[config.mk]
export PLATFORM = sky130hd
export DESIGN_NAME = bus_write_master
export DESIGN_NICKNAME = d
export VERILOG_FILES = /design/src/rtl/bus_write_master.sv
export SDC_FILE = /design/constraint.sdc
export NUM_CORES = 1
export LEC_CHECK = 0
export BUFFER_PORTS_ARGS = -buffer_cell sky130_fd_sc_hd__buf_2
export CELL_PAD_IN_SITES_DETAIL_PLACEMENT = 2
export CELL_PAD_IN_SITES_GLOBAL_PLACEMENT = 2
export CORE_ASPECT_RATIO = 1.25
export CORE_MARGIN = 3
export CORE_UTILIZATION = 40
export CTS_BUF_LIST = sky130_fd_sc_hd__clkbuf_4
export CTS_CLUSTER_DIAMETER = 60
export DETAILED_ROUTE_END_ITERATION = 10
export GPL_ROUTABILITY_DRIVEN = 1
export HOLD_SLACK_MARGIN = 0.02
export PLACE_DENSITY = 0.75
export SLEW_MARGIN = 20
export SYNTH_ARGS = -nofsm -noshare
export SYNTH_HDL_FRONTEND = slang
export SYNTH_SLANG_ARGS = --single-unit
[constraint.sdc]
create_clock -name CLK -period 2.7 [get_ports CLK]
set_input_delay 0 -clock CLK [delete_from_list [all_inputs] [get_ports CLK]]
set_output_delay 0 -clock CLK [all_outputs]
set_load 0.05 [all_outputs]
[src/rtl/bus_write_master.sv]
// Queued bus-write master: buffers (addr, data) requests in a FIFO and replays
// each one as a timed write on the shared peripheral bus, parking it between writes.
module bus_write_master #(
  parameter int unsigned DEPTH       = 4,
  parameter int unsigned HOLD_CYCLES = 1,
  parameter logic [7:0]  IDLE_ADDR   = 8'hFF
) (
  input  logic       CLK,
  input  logic       RESET,
  input  logic       REQ_VALID,
  input  logic [7:0] REQ_ADDR,
  input  logic [7:0] REQ_DATA,
  output logic       REQ_READY,
  input  logic       BUS_GRANT,
  output logic       BUS_REQ,
  output logic [7:0] BUS_ADDR,
  output logic [7:0] BUS_DATA,
  output logic       BUS_WE,
  output logic       DROP
);

  localparam int unsigned PW = $clog2(DEPTH);
  localparam int unsigned CW = PW + 1;
  localparam int unsigned HW = 4;

  typedef enum logic [1:0] {
    S_IDLE,
    S_WRITE,
    S_GAP
  } state_t;

  logic [7:0]    r_mem_addr [DEPTH];
  logic [7:0]    r_mem_data [DEPTH];
  logic [PW-1:0] r_wr_ptr;
  logic [PW-1:0] r_rd_ptr;
  logic [CW-1:0] r_count;

  state_t        r_state;
  state_t        w_state_nxt;
  logic [HW-1:0] r_hold;
  logic [HW-1:0] w_hold_nxt;
  logic [7:0]    r_bus_addr;
  logic [7:0]    w_bus_addr_nxt;
  logic [7:0]    r_bus_data;
  logic [7:0]    w_bus_data_nxt;
  logic          r_bus_we;
  logic          w_bus_we_nxt;
  logic          r_drop;
  logic          w_drop_nxt;

  logic          w_push;
  logic          w_pop;
  logic [7:0]    w_head_addr;
  logic [7:0]    w_head_data;

  // Ready and bus request derive from registered state; both forced low in reset.
  assign REQ_READY   = !RESET && (r_count < CW'(DEPTH));
  assign BUS_REQ     = !RESET && ((r_count != '0) || (r_state != S_IDLE));
  assign w_push      = REQ_VALID && REQ_READY;
  assign w_head_addr = r_mem_addr[r_rd_ptr];
  assign w_head_data = r_mem_data[r_rd_ptr];

  assign BUS_ADDR = r_bus_addr;
  assign BUS_DATA = r_bus_data;
  assign BUS_WE   = r_bus_we;
  assign DROP     = r_drop;

  // FIFO storage
  always_ff @(posedge CLK) begin
    if (w_push) begin
      r_mem_addr[r_wr_ptr] <= REQ_ADDR;
      r_mem_data[r_wr_ptr] <= REQ_DATA;
    end
  end

  // FIFO pointers and occupancy
  always_ff @(posedge CLK) begin
    if (RESET) begin
      r_wr_ptr <= '0;
      r_rd_ptr <= '0;
      r_count  <= '0;
    end else begin
      if (w_push) r_wr_ptr <= r_wr_ptr + PW'(1);
      if (w_pop)  r_rd_ptr <= r_rd_ptr + PW'(1);
      case ({w_push, w_pop})
        2'b10:   r_count <= r_count + CW'(1);
        2'b01:   r_count <= r_count - CW'(1);
        default: r_count <= r_count;
      endcase
    end
  end

  // State and registered bus outputs
  always_ff @(posedge CLK) begin
    if (RESET) begin
      r_state    <= S_IDLE;
      r_hold     <= '0;
      r_bus_addr <= IDLE_ADDR;
      r_bus_data <= 8'h00;
      r_bus_we   <= 1'b0;
      r_drop     <= 1'b0;
    end else begin
      r_state    <= w_state_nxt;
      r_hold     <= w_hold_nxt;
      r_bus_addr <= w_bus_addr_nxt;
      r_bus_data <= w_bus_data_nxt;
      r_bus_we   <= w_bus_we_nxt;
      r_drop     <= w_drop_nxt;
    end
  end

  // Next-state: grant is only looked at in IDLE, so a started write always completes
  always_comb begin
    w_state_nxt    = r_state;
    w_hold_nxt     = r_hold;
    w_bus_addr_nxt = r_bus_addr;
    w_bus_data_nxt = r_bus_data;
    w_bus_we_nxt   = r_bus_we;
    w_drop_nxt     = 1'b0;
    w_pop          = 1'b0;
    case (r_state)
      S_IDLE: begin
        if ((r_count != '0) && BUS_GRANT) begin
          w_pop = 1'b1;
          if (w_head_addr == IDLE_ADDR) begin
            w_drop_nxt = 1'b1;
          end else begin
            w_bus_addr_nxt = w_head_addr;
            w_bus_data_nxt = w_head_data;
            w_bus_we_nxt   = 1'b1;
            w_hold_nxt     = HW'(HOLD_CYCLES - 1);
            w_state_nxt    = S_WRITE;
          end
        end
      end
      S_WRITE: begin
        if (r_hold == '0) begin
          w_bus_addr_nxt = IDLE_ADDR;
          w_bus_data_nxt = 8'h00;
          w_bus_we_nxt   = 1'b0;
          w_state_nxt    = S_GAP;
        end else begin
          w_hold_nxt = r_hold - HW'(1);
        end
      end
      S_GAP: begin
        w_state_nxt = S_IDLE;
      end
      default: begin
        w_bus_addr_nxt = IDLE_ADDR;
        w_bus_data_nxt = 8'h00;
        w_bus_we_nxt   = 1'b0;
        w_state_nxt    = S_IDLE;
      end
    endcase
  end

endmodule
After elaboration in Yosys (flattened, before gate mapping):

Memories as Yosys holds them, arrays and structs flattened. A register that Yosys moved wholly into a read port is not among the register bits.
Index checks and enable logic that the tools add are counted.
W data, S select, Z words.

* register bits: 31
* bits in writable memories: 64
* memories: 2
* word-level logic and storage cells: 75
* output and inout port bits: 20

Memories
* r_mem_addr: depth 4, bits a word 8, rd ports 1, clocked after memory_dff 1, wr ports 1, RTL line 32 `logic [7:0] r_mem_addr [DEPTH];`
* r_mem_data: depth 4, bits a word 8, rd ports 1, clocked after memory_dff 1, wr ports 1, RTL line 33 `logic [7:0] r_mem_data [DEPTH];`

* reductions and logical operators: 16
* multiplexer cells: 30
* magnitude comparators: 1
* equal/unequal tests: 9
* $add $sub $neg: 5
* bitwise gates (word level): 3

Operator list (count)
* $mux W8: 6
* $pmux W8 S3: 2
* $mux W2: 7
* $mux W4: 3
* $eq A8 B8 Y1 const B: 1
* $mux W1: 8
* $ne A2 B2 Y1 const B: 4
* $pmux W4 S2: 1
* $reduce_and A4 Y1: 2
* $pmux W3 S2: 1
* $reduce_bool A2 Y1: 3
* $add A2 B1 Y2 const B: 2
* $eq A2 B1 Y1 const B: 2
* $eq A2 B2 Y1 const B: 2
* $logic_and A1 B1 Y1: 4
* $logic_not A4 Y1: 1
* $pmux W2 S2: 1
* $sub A4 B1 Y4 const B: 1
* $add A3 B1 Y3 const B: 1
* $lt A3 B3 Y1 const B: 1
* $not A1 Y1: 3
* $pmux W1 S3: 1
* $reduce_and A3 Y1: 1
* $reduce_bool A3 Y1: 1
* other kinds (5): 5

Logic depth before layout (Yosys ltp):

Gate-level depths: netlist (run 1).

* depth in word-level cells: 6
* gate-level depth with buffers: 10
* depth with buffers taken out: 9

Least setup slack after synthesis (run 1):

OpenSTA, ideal clock, no wires.

* path kind: register -> register
* start: register r_count[2]
* end: register r_count[2]
* clock period less this slack: 2406 ps
* data required time: 2629 ps
* path buffers: 0
* cell stages (with the launch flop): 10
* data arrival time: 2335 ps
* slack: 294 ps
* cells stage by stage: dfxtp_1 nor2_1 and2_1 inv_1 ha_1 inv_1 fa_1 xor2_1 or3_1 a21oi_1

* elaborated cells between the ends (all ways): 13
* those cells by class: 2 x add/sub; 1 x order compare; 2 x eq/ne; 3 x mux; 5 x reduce/logical

RTL lines
* from (decl): RTL line 36 `logic [CW-1:0] r_count;`
* from (signal assigned): RTL line 86 `2'b10: r_count <= r_count + CW'(1);`
* from (signal assigned): RTL line 87 `2'b01: r_count <= r_count - CW'(1);`
* from (signal assigned): RTL line 88 `default: r_count <= r_count;`
* $lt A3 B3 Y1 (*): RTL line 57 `assign REQ_READY = !RESET && (r_count < CW'(DEPTH));`
* $logic_and A1 B1 Y1 (*): RTL line 57
* net REQ_READY: RTL line 13 `output logic REQ_READY,`
* $logic_and A1 B1 Y1 (*): RTL line 59 `assign w_push = REQ_VALID && REQ_READY;`
* $eq A2 B1 Y1 or $eq A2 B2 Y1 (tied branches): RTL line 85 `case ({w_push, w_pop})`
* $pmux W3 S2 or $reduce_bool A2 Y1 (tied branches)

The timed path passes the listed nets; every way through them passes the cells marked *.
A chain may end at the register's enable or synchronous reset.

==> results of run 1 <==
[power breakdown]
| group | leakage (uW) | switching, uW | internal, uW |
|---|---|---|---|
| clock network | 0.0000680 | 515 | 214 |
| logic | 0.000770 | 768 | 449 |
| registers | 0.000849 | 113 | 1740 |
[state kept, by name, summed over array words and instances, names as in the netlist, named ones only]
signal / flops
r_wr_ptr: 2
r_hold: 4
r_mem_data: 32
BUS_DATA: 8
r_state: 2
r_mem_addr: 32
BUS_ADDR: 8
BUS_WE: 1
DROP: 1
r_count: 3
r_rd_ptr: 2
[Yosys cell counts (3+ instances only)]
| master | instances |
|---|---|
| a211oi_2 | 8 |
| a21oi_1 | 6 |
| a31o_1 | 8 |
| and3_1 | 4 |
| buf_2 | 3 |
| buf_6 | 5 |
| dfxtp_1 | 33 |
| edfxtp_1 | 64 |
| ha_1 | 7 |
| inv_1 | 10 |
| mux2i_1 | 8 |
| mux4_1 | 14 |
| nand2_1 | 11 |
| nand2b_1 | 3 |
| nand4_1 | 3 |
| nor2_1 | 19 |
| nor3_1 | 9 |
| nor4_1 | 3 |
| or3_1 | 4 |
| xor2_1 | 3 |
[metal layers]
layer / vias to the layer above / share of wire (%)
met2: 45 / 51
met1: 1179 / 44
met3: 15 / 2.4
met5: - / 0
li1: 1111 / -
met4: 0 / 2.4
[final timing paths]
kind / start / to / slack, ns / cells after the start
max: flop / r_hold[0]$_SDFFE_PP0P_ / 0.42 / 4
min: RESET / r_rd_ptr[0]$_SDFFE_PP0N_ / 0.03 / 3
max reg2reg: flop / r_hold[0]$_SDFFE_PP0P_ / 0.42 / 4
min reg2reg: r_hold[1]$_SDFFE_PP0P_ / r_hold[1]$_SDFFE_PP0P_ / 0.49 / 2
[per-stage QoR]
step / power, uW / hold WS [ns] / setup WS [ns] / std cells
floorplan: 2813 / 0.09887 / 0.2940 / 254
global placement: 3059 / 0.2108 / 0.5151 / 415
CTS: 3851 / 0.02214 / 0.4010 / 449
detailed placement: 3102 / 0.2172 / 0.4086 / 415
finish: 3796 / 0.03468 / 0.4193 / 449
global route: 4004 / 0.05165 / 0.2584 / 449
[cells by family (layout without fill, tap and decap cells)]
group | Yosys count | in the layout | share of synthesized area (%)
flip-flops | 97 | 97 | 64.72
buffers and inverters | 23 | 92 | 3.732
multiplexers | 24 | 24 | 12.35
AND/OR/NAND/NOR | 67 | 67 | 8.749
AO/OA/AOI/OAI | 30 | 30 | 6.648
XOR/XNOR | 5 | 5 | 1.098
adder cells (fa/ha/maj) | 8 | 8 | 2.697
[cell type report]
class                   count  area share (%)
flip-flops and latches     97           55.92
well taps                 126           3.414
clock buffers              10           1.626
repair buffers             66           9.862
inverters                  10          0.8128
multi-input cells         134           27.26
clock inverters             6           1.111
[critical path: cells and delay by family, from the launching register on]
kind            cells  cell delay [ns]
simple gates        1             0.45
compound gates      2             0.41
flops               1             0.64
mux                 1             0.70
==> out/metrics.yaml, run 1 <==
run_status:
  status: "complete, no violations"
flow_run:
  drv_cap: 0
placement:
  post-dp-hpwl_mm: 5.984
  placed_cell_area_mm2: 0.004312
  place_congestion: 0.7192
  numPortBuffers: 39
finish:
  fill_cells: 918
  drive_gt1_share_pct: 24.15
  final_area_mm2: 0.004618
  syn_to_final_growth_pct: 15.74
  fin_nets: 346
  diodes: 0
  final_core_util_pct: 47.81
  mostFrequentLayoutCells: "64 x edfxtp_1, 39 x buf_2, 33 x dfxtp_1"
  multi_input_area_mm2: 0.001259
  final_common_cell: "edfxtp_1"
  seqCellArea_mm2: 0.002582
logic_synthesis:
  synthCells: 254
  yosysWarnings: 0
  synth_top_cell_area_share_pct: 48.17
  ys_async_sr_fraction_pct: 0
  synth_area_mm2: 0.003990
  synth_area_leaders: "edfxtp_1 48%, dfxtp_1 17%, mux4_1 9.2%"
  seq_area_frac_synth_pct: 64.72
  synth.largest_area_cell: "edfxtp_1"
  synth.ff_latch_count: 97
  synth_edf_count: 64
  synth_cell_types: 42
  synth_fp_nets: 282
  ys.flop_type: "edfxtp_1"
  synth.avg_cell_area_um2: 15.71
sta:
  period_needed_ns: 2.281
  rsz0062_at_grt: "false"
  finClkSkew_ns: 0.01867
  relSlewSlack_pct: 57.94
  tightest_slew_ns: 0.6285
  fmax_mhz: 438.5
  tns_ns: 0
  hold_violations: 0
  fin_crit_sh_pct: 84.47
  final-max-slew-violation-count: 0
  finalSetupViolCount: 0
routing:
  drtIter0Drc: 87
  drtAntennaViolNets: 0
  wl_per_cell_um: 19.48
  firstDrtPassIters: 5
  vias: 2350
  via_per_inst: 5.234
  drc_errors: 0
  wirelength_mm: 8.746
floorplanning:
  ioPinCount: 40
  design.die.area_mm2: 0.01122
  core-area_mm2: 0.009659
  die_y_um: 117.7
  fp-row-count: 40
  start_util_pct: 41.31
  die_width_um: 95.33
critical_path:
  cp_max_fo: 10
  crit_slowest_cell: "mux4_1"
  worstPathCellList: "mux4_1, and4_1, a21oi_1, o21ai_0"
  crit_path_start_kind: "flop"
  end_kind: "flop"
  worst_path_largest_cell_delay_ns: 0.70
  required_ns: 3.06
  critical_path_class: "reg2reg"
  worstPathArrival_ns: 2.64
global_routing:
  track_usage_pct: 16.97
  grt_max_degree: 29
  grt_pass1_wl_mm: 14.32
  grt.overflow.total: 0
  grt_use_met3_pct: 2.238
  use_met2_pct: 27.46
  grt.busiest_layer: "met2"
  antenna_found_initial: 0
  use_met1_pct: 22.28
  grt_pass1_vias: 2666
cts:
  htreeDepth: 3
  root_buffer: "clkbuf_4"
  clk-insertion-delay-late_ns: 0.46
  clockBufferDepth: 2
  post-cts-setup-buffers: 0
  ctsResizeCount: 0
  cts_tree: "done"
  cts_made_buffers: 9
  ctsHoldBuffers: 18
  cts.sinks: 97
  clkTransAtPathRegs_ns: 0.17
power:
  vdd_drop_max_mv: 0.3685
  cellLeakagePower_uw: 0.001688
  p_per_area_mw_per_mm2: 822.0
min_path:
  min_path_type: "in2reg"
Power figures use the tool's default switching activity.
==> inputs of run 2 (changes only) <==
ABC_AREA = 1   (was unset)
CORE_UTILIZATION = 36   (was 40)
PLACE_DENSITY = 0.78   (was 0.75)
clock period = 1.9 ns   (was 2.7 ns; I/O delays follow)
==> run 2 against run 1 <==
  * Clock-buffer cell count decreased by 1
  * Power rose by 73%
  * Cell count increased by 33%
  * First-iteration DRC count up 37%
  * Synthesized area increased by 0.19%
  * Global-route usage is 1.3 points higher
  * Critical endpoint is now BUS_DATA[3]$_SDFFE_PP0P_
  * Critical path type unchanged
  * Register-to-register slack lost 0.31 ns
==> out/metrics.yaml, run 2 <==
sta:
  period_needed_ns: 1.789  # was 2.281 ns
  finalSetupViolCount: 0  # unchanged
  final-max-slew-violation-count: 0  # unchanged
  tightest_slew_ns: 0.3143  # was 0.6285 ns
  hold_violations: 0  # unchanged
  fin_crit_sh_pct: 94.13  # was 84.47%
  finClkSkew_ns: 0.01142  # was 0.01867 ns
  relSlewSlack_pct: 78.86  # was 57.94%
  fmax_mhz: 559.1  # was 438.5 MHz
  tns_ns: 0  # unchanged
  whs_ns: 0.2649  # was 0.03468 ns
floorplanning:
  fp-row-count: 42  # was 40
  design.die.area_mm2: 0.01241  # was 0.01122 mm2
  die_y_um: 123.8  # was 117.7 um
  core-area_mm2: 0.01072  # was 0.009659 mm2
  die_width_um: 100.3  # was 95.33 um
  ioPinCount: 40  # unchanged
  start_util_pct: 37.29  # was 41.31%
finish:
  reg_top3: "r_mem_addr (32), r_mem_data (32)"  # unchanged
  final_cells: 599  # was 449
  syn_to_final_growth_pct: 22.82  # was 15.74%
  final_area_mm2: 0.004910  # was 0.004618 mm2
  final_core_util_pct: 45.80  # was 47.81%
  drive_gt1_share_pct: 23.13  # was 24.15%
  fin_nets: 490  # was 346
  diodes: 0  # unchanged
  mostFrequentLayoutCells: "64 x edfxtp_1, 55 x nand2_1, 50 x nand3_1"  # was 64 x edfxtp_1, 39 x buf_2, 33 x dfxtp_1
  final_common_cell: "edfxtp_1"  # unchanged
power:
  cellLeakagePower_uw: 0.002006  # was 0.001688 uW
  p_per_area_mw_per_mm2: 1335  # was 822.0 mW/mm2
  power_frac_comb_pct: 37.6  # was 32.1%
  p_int_uw: 3998  # was 2400 uW
  p_clk_share_pct: 21.9  # was 19.2%
  vdd_drop_max_mv: 0.4989  # was 0.3685 mV
  power_switching_share_pct: 39.01  # was 36.77%
  seqPwrFrac_pct: 40.5  # was 48.7%
  switchingPower_uw: 2557  # was 1396 uW
logic_synthesis:
  synth.avg_cell_area_um2: 10.30  # was 15.71 um2
  synth_area_mm2: 0.003998  # was 0.003990 mm2
  synth_common_cells: "64 x edfxtp_1, 58 x nand2_1, 50 x inv_1, 50 x nand3_1, 33 x dfxtp_1"  # was 64 x edfxtp_1, 33 x dfxtp_1, 19 x nor2_1
  synthCells: 388  # was 254
  synth_cell_types: 26  # was 42
  synth.ff_latch_count: 97  # unchanged
  yosysWarnings: 0  # unchanged
  ys_async_sr_fraction_pct: 0  # unchanged
  synth_top_cell_area_share_pct: 48.08  # was 48.17%
  seq_area_frac_synth_pct: 64.60  # was 64.72%
  synth_edf_count: 64  # unchanged
  synth_fp_nets: 416  # was 282
  synth.largest_area_cell: "edfxtp_1"  # unchanged
  synth.most_common_cell: "edfxtp_1"  # unchanged
  synth_area_leaders: "edfxtp_1 48%, dfxtp_1 17%, nand3_1 6.3%"  # was edfxtp_1 48%, dfxtp_1 17%, mux4_1 9.2%
  ys.flop_type: "edfxtp_1"  # unchanged
critical_path:
  critical_path_class: "reg2reg"  # unchanged
  reg2reg_depth: 11  # was 4
  required_ns: 2.30  # was 3.06 ns
  critPathCapture: "BUS_DATA[3]$_SDFFE_PP0P_"  # was r_hold[0]$_SDFFE_PP0P_
  crit_path_start_kind: "flop"  # unchanged
  end_kind: "flop"  # unchanged
  cp_max_fo: 17  # was 10
  reg2reg_to: "BUS_DATA[3]$_SDFFE_PP0P_"  # was r_hold[0]$_SDFFE_PP0P_
  worstPathArrival_ns: 2.19  # was 2.64 ns
  r2r_setup_slack_ns: 0.11  # was 0.42 ns
cts:
  cts_tree: "done"  # unchanged
  clk-insertion-delay-late_ns: 0.47  # was 0.46 ns
  root_buffer: "clkbuf_4"  # unchanged
  cts.sinks: 97  # unchanged
  clockBufferDepth: 2  # unchanged
  cts_made_buffers: 9  # unchanged
  htreeDepth: 3  # unchanged
  clkTransAtPathRegs_ns: 0.16  # was 0.17 ns
run_status:
  status: "complete, no violations"  # unchanged
global_routing:
  grt.overflow.total: 0  # unchanged
  grt_max_degree: 34  # was 29
  grt_pass1_vias: 3279  # was 2666
  antenna_found_initial: 0  # unchanged
  track_usage_pct: 18.30  # was 16.97%
  grt_pass1_wl_mm: 17.11  # was 14.32 mm
placement:
  post-dp-hpwl_mm: 7.012  # was 5.984 mm
  numPortBuffers: 39  # unchanged
  placed_cell_area_mm2: 0.004425  # was 0.004312 mm2
  place_congestion: 0.7590  # was 0.7192
  dpl.cell_count: 559  # was 415
min_path:
  min_path_type: "in2reg"  # unchanged
routing:
  drtIter0Drc: 119  # was 87
  wl_per_cell_um: 17.76  # was 19.48 um
  wirelength_mm: 10.64  # was 8.746 mm
  via_per_inst: 5.073  # was 5.234
  drtAntennaViolNets: 0  # unchanged
  drc_errors: 0  # unchanged
  firstDrtPassIters: 4  # was 5
  vias: 3039  # was 2350
flow_run:
  drv_cap: 0  # unchanged
## run 2: per-layer routing
| layer | wire length [um] | global-route usage, % | vias up | part of all wire [%] |
|---|---|---|---|---|
| met1 | 4583 | 21.76 | 1516 | 43 |
| met2 | 5472 | 31.76 | 52 | 51 |
| met4 | 284 | 10.11 | 0 | 2.7 |
| met3 | 300 | 2.577 | 22 | 2.8 |
| met5 | 0 | 0 | - | 0 |
| li1 | - | - | 1449 | - |
## run 2: worst max-delay path, stage by stage, from the launching register on
cell and delay [ns]:
dfxtp_4 0.41, buf_12 0.16, o21ai_0 0.21, nand2_1 0.07
nand2_1 0.10, nand2_1 0.07, nor2_2 0.12, nand2_4 0.07
nand2_4 0.08, buf_6 0.16, nand3_1 0.11, a21oi_1 0.15
## run 2: area by class of cell
| type | instances | area, um2 |
|---|---|---|
| inverter | 52 | 203.9 |
| clock buffer | 9 | 67.56 |
| timing repair buffer | 81 | 591.8 |
| clock inverter | 7 | 126.4 |
| tap | 132 | 165.2 |
| multi-input combinational | 221 | 1159 |
| sequential | 97 | 2596 |
| fill | 1151 | 5811 |
## run 2: how the worst min path moves through the flow
stage                     start                          to  slack, ns  cells after the start
floorplan           REQ_ADDR[0]  r_mem_addr[0][0]$_DFFE_PP_        0.1                      0
global placement    REQ_ADDR[7]  r_mem_addr[0][7]$_DFFE_PP_       0.21                      1
detailed placement  REQ_ADDR[7]  r_mem_addr[0][7]$_DFFE_PP_       0.22                      1
CTS                 REQ_DATA[2]  r_mem_data[0][2]$_DFFE_PP_       0.23                      2
global route        REQ_ADDR[6]  r_mem_addr[0][6]$_DFFE_PP_       0.24                      2
finish              REQ_DATA[2]  r_mem_data[0][2]$_DFFE_PP_       0.26                      2
## run 2: kinds of logic (layout without fill, tap and decap cells)
family                   after synthesis  count (layout)  share of synthesized area [%]
AND/OR/NAND/NOR                      149             149                          16.31
AO/OA/AOI/OAI                         61              61                          7.981
flip-flops                            97              97                          64.60
buffers and inverters                 70             149                          7.762
XOR/XNOR                               3               3                         0.6574
adder cells (fa/ha/maj)                8               8                          2.692
## run 2: timing repair
action,in CTS,in global routing
resized for setup,0,21
endpoints found under the setup margin,0,24
setup buffers,0,4
hold endpoints to repair,82,0
hold buffers,19,0
## run 2: metrics by stage
| step | worst slack [ns] | power (uW) |
|---|---|---|
| after floorplan | 0.002500 | 4364 |
| after global placement | 0.1326 | 4868 |
| after detailed placement | 0.07053 | 4985 |
| after CTS | 0.02238 | 6470 |
| after global routing | -0.001378 | 7007 |
| final | 0.1115 | 6555 |
## run 2: power groups by stage
| stage | clock network [uW] | logic (uW) | registers [uW] |
|---|---|---|---|
| after floorplan | 0 | 1370 | 2990 |
| after global placement | 0 | 2200 | 2670 |
| after detailed placement | 0 | 2300 | 2680 |
| after CTS | 1480 | 2360 | 2630 |
| after global routing | 1560 | 2750 | 2690 |
| final | 1430 | 2460 | 2660 |
==> inputs of run 3 (changes only) <==
CORE_UTILIZATION = 34   (was 36)
CTS_BUF_LIST = unset   (was sky130_fd_sc_hd__clkbuf_4)
CTS_CLUSTER_DIAMETER = 80   (was 60)
PLACE_DENSITY = 0.75   (was 0.78)
==> run 3 against run 2 <==
  * Hold slack worse by 0.14 ns
  * Register-to-register slack got worse by 0.03 ns
  * Clock-buffer cell count increased by 1
  * Combinational power about the same
  * Largest cell class unchanged
  * Largest power group unchanged
  * First-iteration DRC count up 1.7%
==> out/metrics.yaml, run 3 (synthesis gave the netlist of run 2 again) <==
run_status:
  status: "complete, no violations"  # unchanged
cts:
  htreeDepth: 3  # unchanged
  clockBufferDepth: 2  # unchanged
  cts_tree: "done"  # unchanged
  clk-insertion-delay-late_ns: 0.35  # was 0.47 ns
  cts_made_buffers: 9  # unchanged
  clkTransAtPathRegs_ns: 0.07  # was 0.16 ns
  post-cts-setup-buffers: 0  # unchanged
  root_buffer: "clkbuf_16"  # was clkbuf_4
  cts.sinks: 97  # unchanged
placement:
  post-dp-hpwl_mm: 7.370  # was 7.012 mm
  place_ws_ns: 0.02213  # was 0.07053 ns
  numPortBuffers: 39  # unchanged
  place_congestion: 0.7606  # was 0.7590
  placed_cell_area_mm2: 0.004429  # was 0.004425 mm2
floorplanning:
  die_width_um: 103.0  # was 100.3 um
  design.die.area_mm2: 0.01310  # was 0.01241 mm2
  start_util_pct: 35.38  # was 37.29%
  die_y_um: 127.2  # was 123.8 um
  core-area_mm2: 0.01130  # was 0.01072 mm2
  ioPinCount: 40  # unchanged
  fp-row-count: 43  # was 42
finish:
  reg_top3: "r_mem_addr (32), r_mem_data (32)"  # unchanged
  drive_gt1_share_pct: 21.48  # was 23.13%
  syn_to_final_growth_pct: 25.23  # was 22.82%
  mostFrequentLayoutCells: "64 x edfxtp_1, 54 x nand2_1, 50 x inv_1, 50 x nand3_1, 39 x buf_2"  # was 64 x edfxtp_1, 55 x nand2_1, 50 x nand3_1
  diodes: 0  # unchanged
  final_common_cell: "edfxtp_1"  # unchanged
  fin_nets: 484  # was 490
  final_area_mm2: 0.005006  # was 0.004910 mm2
min_path:
  min_path_type: "in2reg"  # unchanged
  whs_endpoint: "r_count[1]$_SDFFE_PP0P_"  # was r_mem_data[0][2]$_DFFE_PP_
  min_path_cells: 3  # was 2
  min-delay-start: "RESET"  # was REQ_DATA[2]
sta:
  fin_ws_ns: 0.07972  # was 0.1115 ns
  relSlewSlack_pct: 66.85  # was 78.86%
  fin_crit_sh_pct: 95.80  # was 94.13%
  tightest_slew_ns: 0.4967  # was 0.3143 ns
  finalSetupViolCount: 0  # unchanged
  final-max-slew-violation-count: 0  # unchanged
  fmax_mhz: 549.4  # was 559.1 MHz
  period_needed_ns: 1.820  # was 1.789 ns
  finClkSkew_ns: 0.008691  # was 0.01142 ns
  hold_violations: 0  # unchanged
routing:
  drtAntennaViolNets: 0  # unchanged
  vias: 2994  # was 3039
  wirelength_mm: 11.05  # was 10.64 mm
  via_per_inst: 5.023  # was 5.073
  firstDrtPassIters: 4  # unchanged
  drtIter0Drc: 121  # was 119
  wl_per_cell_um: 18.54  # was 17.76 um
  drc_errors: 0  # unchanged
critical_path:
  critical_path_class: "reg2reg"  # unchanged
  reg2reg_depth: 11  # unchanged
  crit_slowest_cell: "dfxtp_4"  # unchanged
  cp_max_fo: 3  # was 17
  worstPathArrival_ns: 2.06  # was 2.19 ns
  cpMostUsedCell: "inv_1"  # was nand2_1
  crit_path_start_kind: "flop"  # unchanged
  reg2reg_from: "r_count[2]$_SDFFE_PP0P_"
  required_ns: 2.14  # was 2.30 ns
  end_kind: "flop"  # unchanged
  worst_path_largest_cell_delay_ns: 0.38  # was 0.41 ns
  reg2reg_to: "r_count[2]$_SDFFE_PP0P_"  # was BUS_DATA[3]$_SDFFE_PP0P_
  r2r_setup_slack_ns: 0.08  # was 0.11 ns
  worstPathCellList: "nor3_2, inv_1, nand2_2, nor2_4, ha_1, inv_1, fa_2, a21oi_1, o21ai_1, xor2_1, nor2_1"  # was buf_12, o21ai_0, nand2_1, nand2_1, nand2_1, nor2_2, nand2_4, nand2_4, buf_6, nand3_1, a21oi_1
global_routing:
  antenna_found_initial: 0  # unchanged
  grt_max_degree: 19  # was 34
  track_usage_pct: 18.13  # was 18.30%
  grt_pass1_vias: 3359  # was 3279
  grt.overflow.total: 0  # unchanged
  grt_pass1_wl_mm: 17.88  # was 17.11 mm
power:
  vdd_drop_max_mv: 0.5074  # was 0.4989 mV
  p_per_area_mw_per_mm2: 1424  # was 1335 mW/mm2
  cellLeakagePower_uw: 0.002044  # was 0.002006 uW
flow_run:
  drv_cap: 0  # unchanged
[run 3: critical path: cells and delay by family (launching register included)]
kind	cells	cell delay (ns)
compound gates	2	0.24
xor+xnor	1	0.14
fa+ha+maj	2	0.51
buf+inv	2	0.15
flops	1	0.38
simple gates	4	0.29
[run 3: where the power goes]
part	leakage, uW	total, uW	internal (uW)	switching, uW
combinational	0.00104	2490	824	1670
clock	0.000151	1970	1160	809
sequential	0.000853	2670	2500	167
[run 3: cell type report]
class,instances,area (um2)
timing repair buffer,75,553.0
tap,135,168.9
inverter,52,198.9
fill,1173,6292
clock inverter,6,88.84
multi-input combinational,221,1175
clock buffer,10,229.0
sequential,97,2592
[run 3: worst max-delay path by stage]
stage | startpoint | end | slack (ns)
after floorplan | r_count[2]$_SDFFE_PP0P_ | r_count[2]$_SDFFE_PP0P_ | 0.003
after global placement | flop | BUS_ADDR[3]$_SDFFE_PP1P_ | 0.12
after detailed placement | flop | BUS_ADDR[7]$_SDFFE_PP1P_ | 0.02
after CTS | flop | BUS_DATA[2]$_SDFFE_PP0P_ | 0.03
after global routing | r_count[2]$_SDFFE_PP0P_ | r_count[1]$_SDFFE_PP0P_ | -0.02
final | r_count[2]$_SDFFE_PP0P_ | r_count[2]$_SDFFE_PP0P_ | 0.08
[run 3: through the flow]
step	utilization, %	power (uW)	hold WS [ns]	cells	setup TNS (ns)
after floorplan	-	4364	0.09887	388	0
after global placement	39.20	4849	0.2117	562	0
after detailed placement	39.20	4985	0.2224	562	0
after CTS	43.85	7122	0.1148	596	0
after global routing	44.31	7579	0.1453	596	-0.02117
final	44.31	7130	0.1217	596	0
[run 3: timing repair]
action	4_1_cts	5_1_grt
hold buffers	17	0
cloned	1	0
pin swaps	0	0
endpoints found under the hold margin	65	0
setup endpoints to repair	7	22
gates resized for setup	3	15
[run 3: layer usage]
layer | global-route usage [%] | wire length (um) | up-vias | share of wire (%)
li1 | - | - | 1431 | -
met1 | 22.25 | 4713 | 1487 | 43
met2 | 31.09 | 5751 | 53 | 52
met3 | 2.895 | 291 | 23 | 2.6
met4 | 7.774 | 296 | 0 | 2.7
met5 | 0 | 0 | - | 0
